### src/rtl/fu_pkg.sv
// Shared types and helpers for the iterative divider functional unit.
package fu_pkg;

   typedef enum logic [2:0] {IDLE, PREP, CALC, FIX, DONE} div_state_t;

   // Widest operand neg_if handles; callers zero-extend in and truncate out.
   localparam int DIV_MAX_W = 64;

   function automatic logic [DIV_MAX_W-1:0] neg_if(input logic [DIV_MAX_W-1:0] x,
                                                   input logic                 c);
      return c ? (DIV_MAX_W'(0) - x) : x;
   endfunction

endpackage

### src/rtl/lzc.sv
// Combinational leading-zero counter; an all-zero input yields WIDTH.
module lzc #(
   parameter  int WIDTH = 32,
   localparam int CNT_W = $clog2(WIDTH+1)
) (
   input  logic [WIDTH-1:0] x,
   output logic [CNT_W-1:0] cnt
);

   // Scanning upward lets the highest set bit win.
   always_comb begin
      cnt = CNT_W'(WIDTH);
      for (int i = 0; i < WIDTH; i++) begin
         if (x[i]) cnt = CNT_W'(WIDTH - 1 - i);
      end
   end

endmodule

### src/rtl/iter_div.sv
// Iterative radix-2 restoring divider, signed/unsigned quotient or remainder.
// Define DIV_EARLY_OUT_EN to skip the leading-zero iterations of the dividend.
module iter_div
   import fu_pkg::*;
#(
   parameter int WIDTH = 32,
   parameter int CNT_W = $clog2(WIDTH+1)
) (
   input  logic             clk,
   input  logic             reset,
   input  logic             flush,
   input  logic             in_valid,
   output logic             in_ready,
   input  logic             is_unsigned,
   input  logic             use_mod,
   input  logic [WIDTH-1:0] dividend,
   input  logic [WIDTH-1:0] divisor,
   output logic             out_valid,
   input  logic             out_ready,
   output logic [WIDTH-1:0] result,
   output logic             div_zero,
   output div_state_t       dbg_state
);

   // Handshake: a request is taken on a rising edge where in_valid & in_ready & ~flush;
   // a result is taken where out_valid & out_ready; flush overrides both and returns to IDLE.

   div_state_t       state_q, state_d;
   logic             in_ready_q, in_ready_d;
   logic             out_valid_q, out_valid_d;
   logic [WIDTH-1:0] result_q, result_d;
   logic             div_zero_q, div_zero_d;
   logic [CNT_W-1:0] cnt_q, cnt_d;
   logic [WIDTH-1:0] a_q, a_d;
   logic [WIDTH-1:0] dvs_q, dvs_d;
   logic             uns_q, uns_d;
   logic             mod_q, mod_d;
   logic [WIDTH:0]   rem_q, rem_d;
   logic [WIDTH-1:0] quo_q, quo_d;
   logic             q_neg_q, q_neg_d;
   logic             r_neg_q, r_neg_d;

   logic             a_neg, b_neg;
   logic [WIDTH-1:0] abs_a, abs_b;
   logic [WIDTH+1:0] shifted, diff;

   assign a_neg = ~uns_q & a_q[WIDTH-1];
   assign b_neg = ~uns_q & dvs_q[WIDTH-1];
   assign abs_a = WIDTH'(neg_if(DIV_MAX_W'(a_q), a_neg));
   assign abs_b = WIDTH'(neg_if(DIV_MAX_W'(dvs_q), b_neg));

`ifdef DIV_EARLY_OUT_EN
   logic [CNT_W-1:0] lz;

   lzc #(.WIDTH(WIDTH)) u_lzc (
      .x   (abs_a),
      .cnt (lz)
   );
`endif

   always_comb begin
      state_d     = state_q;
      in_ready_d  = in_ready_q;
      out_valid_d = out_valid_q;
      result_d    = result_q;
      div_zero_d  = div_zero_q;
      cnt_d       = cnt_q;
      a_d         = a_q;
      dvs_d       = dvs_q;
      uns_d       = uns_q;
      mod_d       = mod_q;
      rem_d       = rem_q;
      quo_d       = quo_q;
      q_neg_d     = q_neg_q;
      r_neg_d     = r_neg_q;
      // Extra top bit turns the trial subtraction's sign into the restore decision.
      shifted     = {rem_q, quo_q[WIDTH-1]};
      diff        = shifted - {2'b00, dvs_q};

      unique case (state_q)
         IDLE: begin
            if (in_valid) begin
               a_d        = dividend;
               dvs_d      = divisor;
               uns_d      = is_unsigned;
               mod_d      = use_mod;
               in_ready_d = 1'b0;
               state_d    = PREP;
            end
         end
         PREP: begin
            q_neg_d    = a_neg ^ b_neg;
            r_neg_d    = a_neg;
            dvs_d      = abs_b;
            rem_d      = '0;
            div_zero_d = (dvs_q == '0);
            if (dvs_q == '0) begin
               quo_d   = '1;
               rem_d   = {1'b0, a_q};
               q_neg_d = 1'b0;
               r_neg_d = 1'b0;
               state_d = FIX;
            end
`ifdef DIV_EARLY_OUT_EN
            else if (abs_a == '0) begin
               quo_d   = '0;
               state_d = FIX;
            end else begin
               quo_d   = abs_a << lz;
               cnt_d   = CNT_W'(WIDTH) - lz;
               state_d = CALC;
            end
`else
            else begin
               quo_d   = abs_a;
               cnt_d   = CNT_W'(WIDTH);
               state_d = CALC;
            end
`endif
         end
         CALC: begin
            rem_d = diff[WIDTH+1] ? shifted[WIDTH:0] : diff[WIDTH:0];
            quo_d = {quo_q[WIDTH-2:0], ~diff[WIDTH+1]};
            cnt_d = cnt_q - CNT_W'(1);
            if (cnt_q == CNT_W'(1)) state_d = FIX;
         end
         FIX: begin
            result_d    = mod_q ? WIDTH'(neg_if(DIV_MAX_W'(rem_q[WIDTH-1:0]), r_neg_q))
                                : WIDTH'(neg_if(DIV_MAX_W'(quo_q), q_neg_q));
            out_valid_d = 1'b1;
            state_d     = DONE;
         end
         DONE: begin
            if (out_ready) begin
               out_valid_d = 1'b0;
               in_ready_d  = 1'b1;
               state_d     = IDLE;
            end
         end
         default: state_d = IDLE;
      endcase

      // A cancelled op never publishes; the previous result stays in place.
      if (flush) begin
         state_d     = IDLE;
         in_ready_d  = 1'b1;
         out_valid_d = 1'b0;
         result_d    = result_q;
         div_zero_d  = div_zero_q;
         cnt_d       = '0;
         a_d         = a_q;
         dvs_d       = dvs_q;
         uns_d       = uns_q;
         mod_d       = mod_q;
      end
   end

   always_ff @(posedge clk or negedge reset) begin
      if (!reset) begin
         state_q     <= IDLE;
         in_ready_q  <= 1'b1;
         out_valid_q <= 1'b0;
         result_q    <= '0;
         div_zero_q  <= 1'b0;
         cnt_q       <= '0;
         a_q         <= '0;
         dvs_q       <= '0;
         uns_q       <= 1'b0;
         mod_q       <= 1'b0;
         rem_q       <= '0;
         quo_q       <= '0;
         q_neg_q     <= 1'b0;
         r_neg_q     <= 1'b0;
      end else begin
         state_q     <= state_d;
         in_ready_q  <= in_ready_d;
         out_valid_q <= out_valid_d;
         result_q    <= result_d;
         div_zero_q  <= div_zero_d;
         cnt_q       <= cnt_d;
         a_q         <= a_d;
         dvs_q       <= dvs_d;
         uns_q       <= uns_d;
         mod_q       <= mod_d;
         rem_q       <= rem_d;
         quo_q       <= quo_d;
         q_neg_q     <= q_neg_d;
         r_neg_q     <= r_neg_d;
      end
   end

   assign in_ready  = in_ready_q;
   assign out_valid = out_valid_q;
   assign result    = result_q;
   assign div_zero  = div_zero_q;
   assign dbg_state = state_q;

endmodule

### config.mk
export PLATFORM = sky130hd
export DESIGN_NAME = iter_div
export DESIGN_NICKNAME = d
export VERILOG_FILES = /design/src/rtl/fu_pkg.sv /design/src/rtl/lzc.sv /design/src/rtl/iter_div.sv
export SDC_FILE = /design/constraint.sdc
export NUM_CORES = 1
export LEC_CHECK = 0
export BUFFER_PORTS_ARGS = -buffer_cell sky130_fd_sc_hd__buf_2
export CAP_MARGIN = 20
export CORE_ASPECT_RATIO = 1.1
export CORE_MARGIN = 1
export CORE_UTILIZATION = 38
export DETAILED_ROUTE_END_ITERATION = 10
export PLACE_DENSITY_LB_ADDON = 0.3
export SLEW_MARGIN = 5
export SYNTH_ARGS = -nofsm -noshare
export SYNTH_HDL_FRONTEND = slang
export SYNTH_HIERARCHICAL = 1
export SYNTH_SLANG_ARGS = --single-unit
### constraint.sdc
create_clock -name clk -period 5.4 [get_ports clk]
set_input_delay 1.62 -clock clk [delete_from_list [all_inputs] [get_ports clk]]
set_output_delay 1.62 -clock clk [all_outputs]
set_load 0.005 [all_outputs]
==> results by group <==
Status
  – Status: completed

Route
  – Vias: 11,663
  – Remaining DRCs: 0
  – Initial DRC count: 815
  – DR vias/cell: 5.82
  – First-pass DRT Iterations: 5
  – WL per Instance: 18.9 um
  – Wire length after detailed routing: 37,800 um
  – Final ANT Viol Nets: 0

Clock tree
  – CTS Hold Buffers Added: 0
  – Post-CTS setup buffers: 0
  – Longest Clk Path Bufs: 2
  – Clock-pin slew on the worst setup and hold paths: 70 ps
  – # H-tree levels: 4
  – TritonCTS Buffers: 17
  – Post_cts resized: 0
  – CTS tree: done
  – Skew-Pair Late Insertion Delay: 450 ps
  – Clock Sinks: 177
  – Root Driver: clkbuf_16

Synthesis
  – Yosys top cell area share: 36.0%
  – Synth Area in XOR/XNOR: 7.80%
  – Synth unique cells: 68
  – Top_reg_cell synth: dfrtp_1
  – Asr flop ratio synth: 100%
  – Cells after Synth: 1,529
  – Yosys reg bits: 177
  – Largest cells by area after synthesis: dfrtp_1 (36%), nand2_1 (7.7%), o21ai_0 (5.1%)
  – Syn Nets: 1,639
  – Simple-Gate Fraction of Synth Area: 21.5%
  – Synthesized area per cell: 8.01 um2
  – Area leader, netlist: dfrtp_1
  – Warnings from Yosys: 6
  – Synth Area in Adders: 4.05%
  – Post-synth EDFFs: 0
  – Main combinational cell family by area after synthesis: compound AO/OA/AOI/OAI gates
  – Post-Syn Area: 12,200 um2
  – Multiplexer share of the synthesized area: 1.16%
  – Seq/Total Area, Yosys: 36.2%
  – Synth Area in Compound Gates: 24.4%

Floorplanning
  – Io pins: 109
  – Starting density of the core: 38.8%
  – Core Area: 31,600 um2
  – Std cell rows: 68
  – Die Span Y: 190 um
  – DIE AREA: 32,900 um2
  – Chip width: 173 um

Worst hold path
  – Min-delay worst type: reg -> reg

Timing
  – Clk_skew: 10.4 ps
  – RSZ-0062 raised after global routing: no
  – Setup TNS: 0 ps
  – Tcrit/Tclk final: 77.2%
  – Max-Slew Margin vs Limit: 26.1%
  – Setup-failing EPs final: 0
  – Final setup margin: 1230 ps
  – Max Slew Vio Count: 0
  – Worst-Margin Slew: 1110 ps
  – Fmax achieved: 240 MHz
  – Hold Vio Cnt, Final: 0
  – Minimum clock period: 4170 ps

Power
  – PD cells: 649 nW/um2
  – Pleak: 5.94 nW
  – Peak supply drop: 0.308 mV

Worst setup path
  – Crit path DAT: 4540 ps
  – Worst EP required: 5770 ps
  – Max Fanout on Critical Path: 49
  – R2R setup slack: 1230 ps
  – Setup Crit Path Kind: reg -> reg
  – Worst Path Buf+Inv: 2
  – Crit start category: register
  – Crit. End Element: register
  – Delay-heaviest family, CP: compound AO/OA/AOI/OAI gates
  – CP max-delay cell: and2_2
  – Worst path cell trace: inv_1 -> ha_1 -> a21o_1 -> a221oi_1 -> o221ai_1 -> o211ai_1 -> a211oi_1 -> o21ai_0 -> and2_2 -> buf_4 -> o31ai_1 -> a31oi_1
  – Slowest stage delay, CP: 910 ps

Global routing
  – Vias in the first global route: 11,072
  – First-pass GRT wire length: 60,200 um
  – Grt total ovfl: 0
  – Initial antenna violation count: 1
  – Largest net degree at the start of global routing: 73
  – GRT Total Usage: 23.2%

Place
  – GPL Wtd Cong: 0.912
  – Place WS: 1300 ps
  – Hpwl dp: 27,600 um
  – Placed insts: 1,970
  – I/O Buffers: 108

Final layout
  – N_diodes: 0
  – Area Growth Syn to Fin: 11.7%
  – Nets: 1,681
  – Finished Layout Cells: 2,004
  – Fill cells: 3,161
  – Share of layout cells above drive strength 1: 11.4%

Flow run
  – Max Cap Viol: 0
## layout make-up
class / instances / area, um2 / share of cell area, %
Clock buffer: 19 / 433 / 3.17
Tap cell: 420 / 526 / 3.84
Sequential cell: 177 / 4430 / 32.4
Timing Repair Buffer: 126 / 694 / 5.08
Multi-Input combinational cell: 1197 / 7250 / 53.0
Clock inverter: 13 / 146 / 1.07
Inverter: 52 / 195 / 1.43
## registers in the layout, indices dropped and copies added (netlist names)
name,cells
cnt_q,6
mod_q,1
out_valid,1
in_ready,1
q_neg_q,1
dvs_q,32
dbg_state,3
result,32
a_q,32
r_neg_q,1
uns_q,1
div_zero,1
quo_q,32
rem_q,33
## kinds of logic after synthesis
logic type               after synthesis
flip-flops                           177
AO/OA/AOI/OAI                        475
multiplexers                          14
adder cells (fa/ha/maj)               39
XOR/XNOR                             109
buffers and inverters                155
AND/OR/NAND/NOR                      560
## worst min-delay path: stages (launching register included)
cell and delay (ps):
dfrtp_1 340, nand2_1 40, o21ai_0 60
## path summary, 6_finish.rpt
| kind | startpoint | to | cells past startpoint |
|---|---|---|---|
| setup / recovery | dvs_q[6] | rem_q[28] | 12 |
| hold reg to reg | result[13] | result[13] | 2 |
| max in group asynchronous | reset | result[19] | 2 |
| setup reg to reg | dvs_q[6] | rem_q[28] | 12 |
| min in group asynchronous | reset | dbg_state[1] | 1 |
| hold / removal | result[13] | result[13] | 2 |
## placed cells by master (no fill, tap or decap), types with 6 or more instances in the layout
cell type	instances
nand2_1	251
dfrtp_1	176
o21ai_0	125
a21oi_1	112
buf_2	107
nor2_1	69
nand3_1	63
xnor2_1	55
xor2_1	54
inv_1	51
nor3_1	47
o31ai_1	44
ha_1	38
o21ai_1	26
a31oi_1	26
a211oi_1	22
and3_1	19
a21o_1	19
or3_1	18
o22ai_1	18
clkbuf_16	17
buf_4	17
a221o_1	16
nand2b_1	15
mux2i_1	13
nor3b_1	11
nor4_1	10
or4_1	9
nand4_1	9
o221ai_1	8
o311a_1	8
nor2b_1	7
o41ai_1	7
o21bai_1	6
## layer usage
layer | vias to the layer above | track usage [%] | wire (um)
li1 | 5625 | - | -
met1 | 5604 | 30.0 | 16700
met2 | 362 | 38.9 | 18000
met3 | 72 | 3.45 | 1920
met4 | 0 | 9.77 | 1260
met5 | - | 0 | 0
## per-stage QoR
step                area (um2)  util, %  total power (W)  hold slack, ps
floorplan                12200        -          0.00611             459
global placement         13100     41.4          0.00746             459
detailed placement       13100     41.4          0.00755             466
CTS                      13600     43.2          0.00885             482
global route             13700     43.3          0.00960             510
finish                   13700     43.3          0.00888             473
## cells in the mapped netlist, types with 4 or more instances
| library cell | n |
|---|---|
| o221ai_1 | 8 |
| mux2i_1 | 13 |
| inv_1 | 51 |
| buf_1 | 11 |
| and2_1 | 7 |
| o31ai_1 | 44 |
| a221o_1 | 16 |
| o21a_1 | 5 |
| clkbuf_1 | 86 |
| o311ai_0 | 5 |
| a21oi_1 | 112 |
| o21ai_0 | 125 |
| a21o_1 | 19 |
| nand2b_1 | 15 |
| o41ai_1 | 7 |
| a31oi_1 | 26 |
| o211ai_1 | 5 |
| o311a_1 | 8 |
| ha_1 | 38 |
| and3_1 | 19 |
| buf_2 | 5 |
| o21ai_1 | 26 |
| nor4_1 | 11 |
| or3_1 | 19 |
| xor2_1 | 54 |
| nor2_1 | 69 |
| xnor2_1 | 55 |
| dfrtp_1 | 176 |
| nor3_1 | 50 |
| o21bai_1 | 6 |
| nor3b_1 | 11 |
| a211oi_1 | 22 |
| o22ai_1 | 18 |
| nand3_1 | 64 |
| nand2_1 | 251 |
| a22oi_1 | 4 |
| or4_1 | 9 |
| nor2b_1 | 7 |
| nand4_1 | 9 |
## power by group
part	internal [W]	switching, W
sequential	0.00188	0.000888
clock	0.000655	0.000610
combinational	0.00197	0.00287
Power figures use the tool's default switching activity.
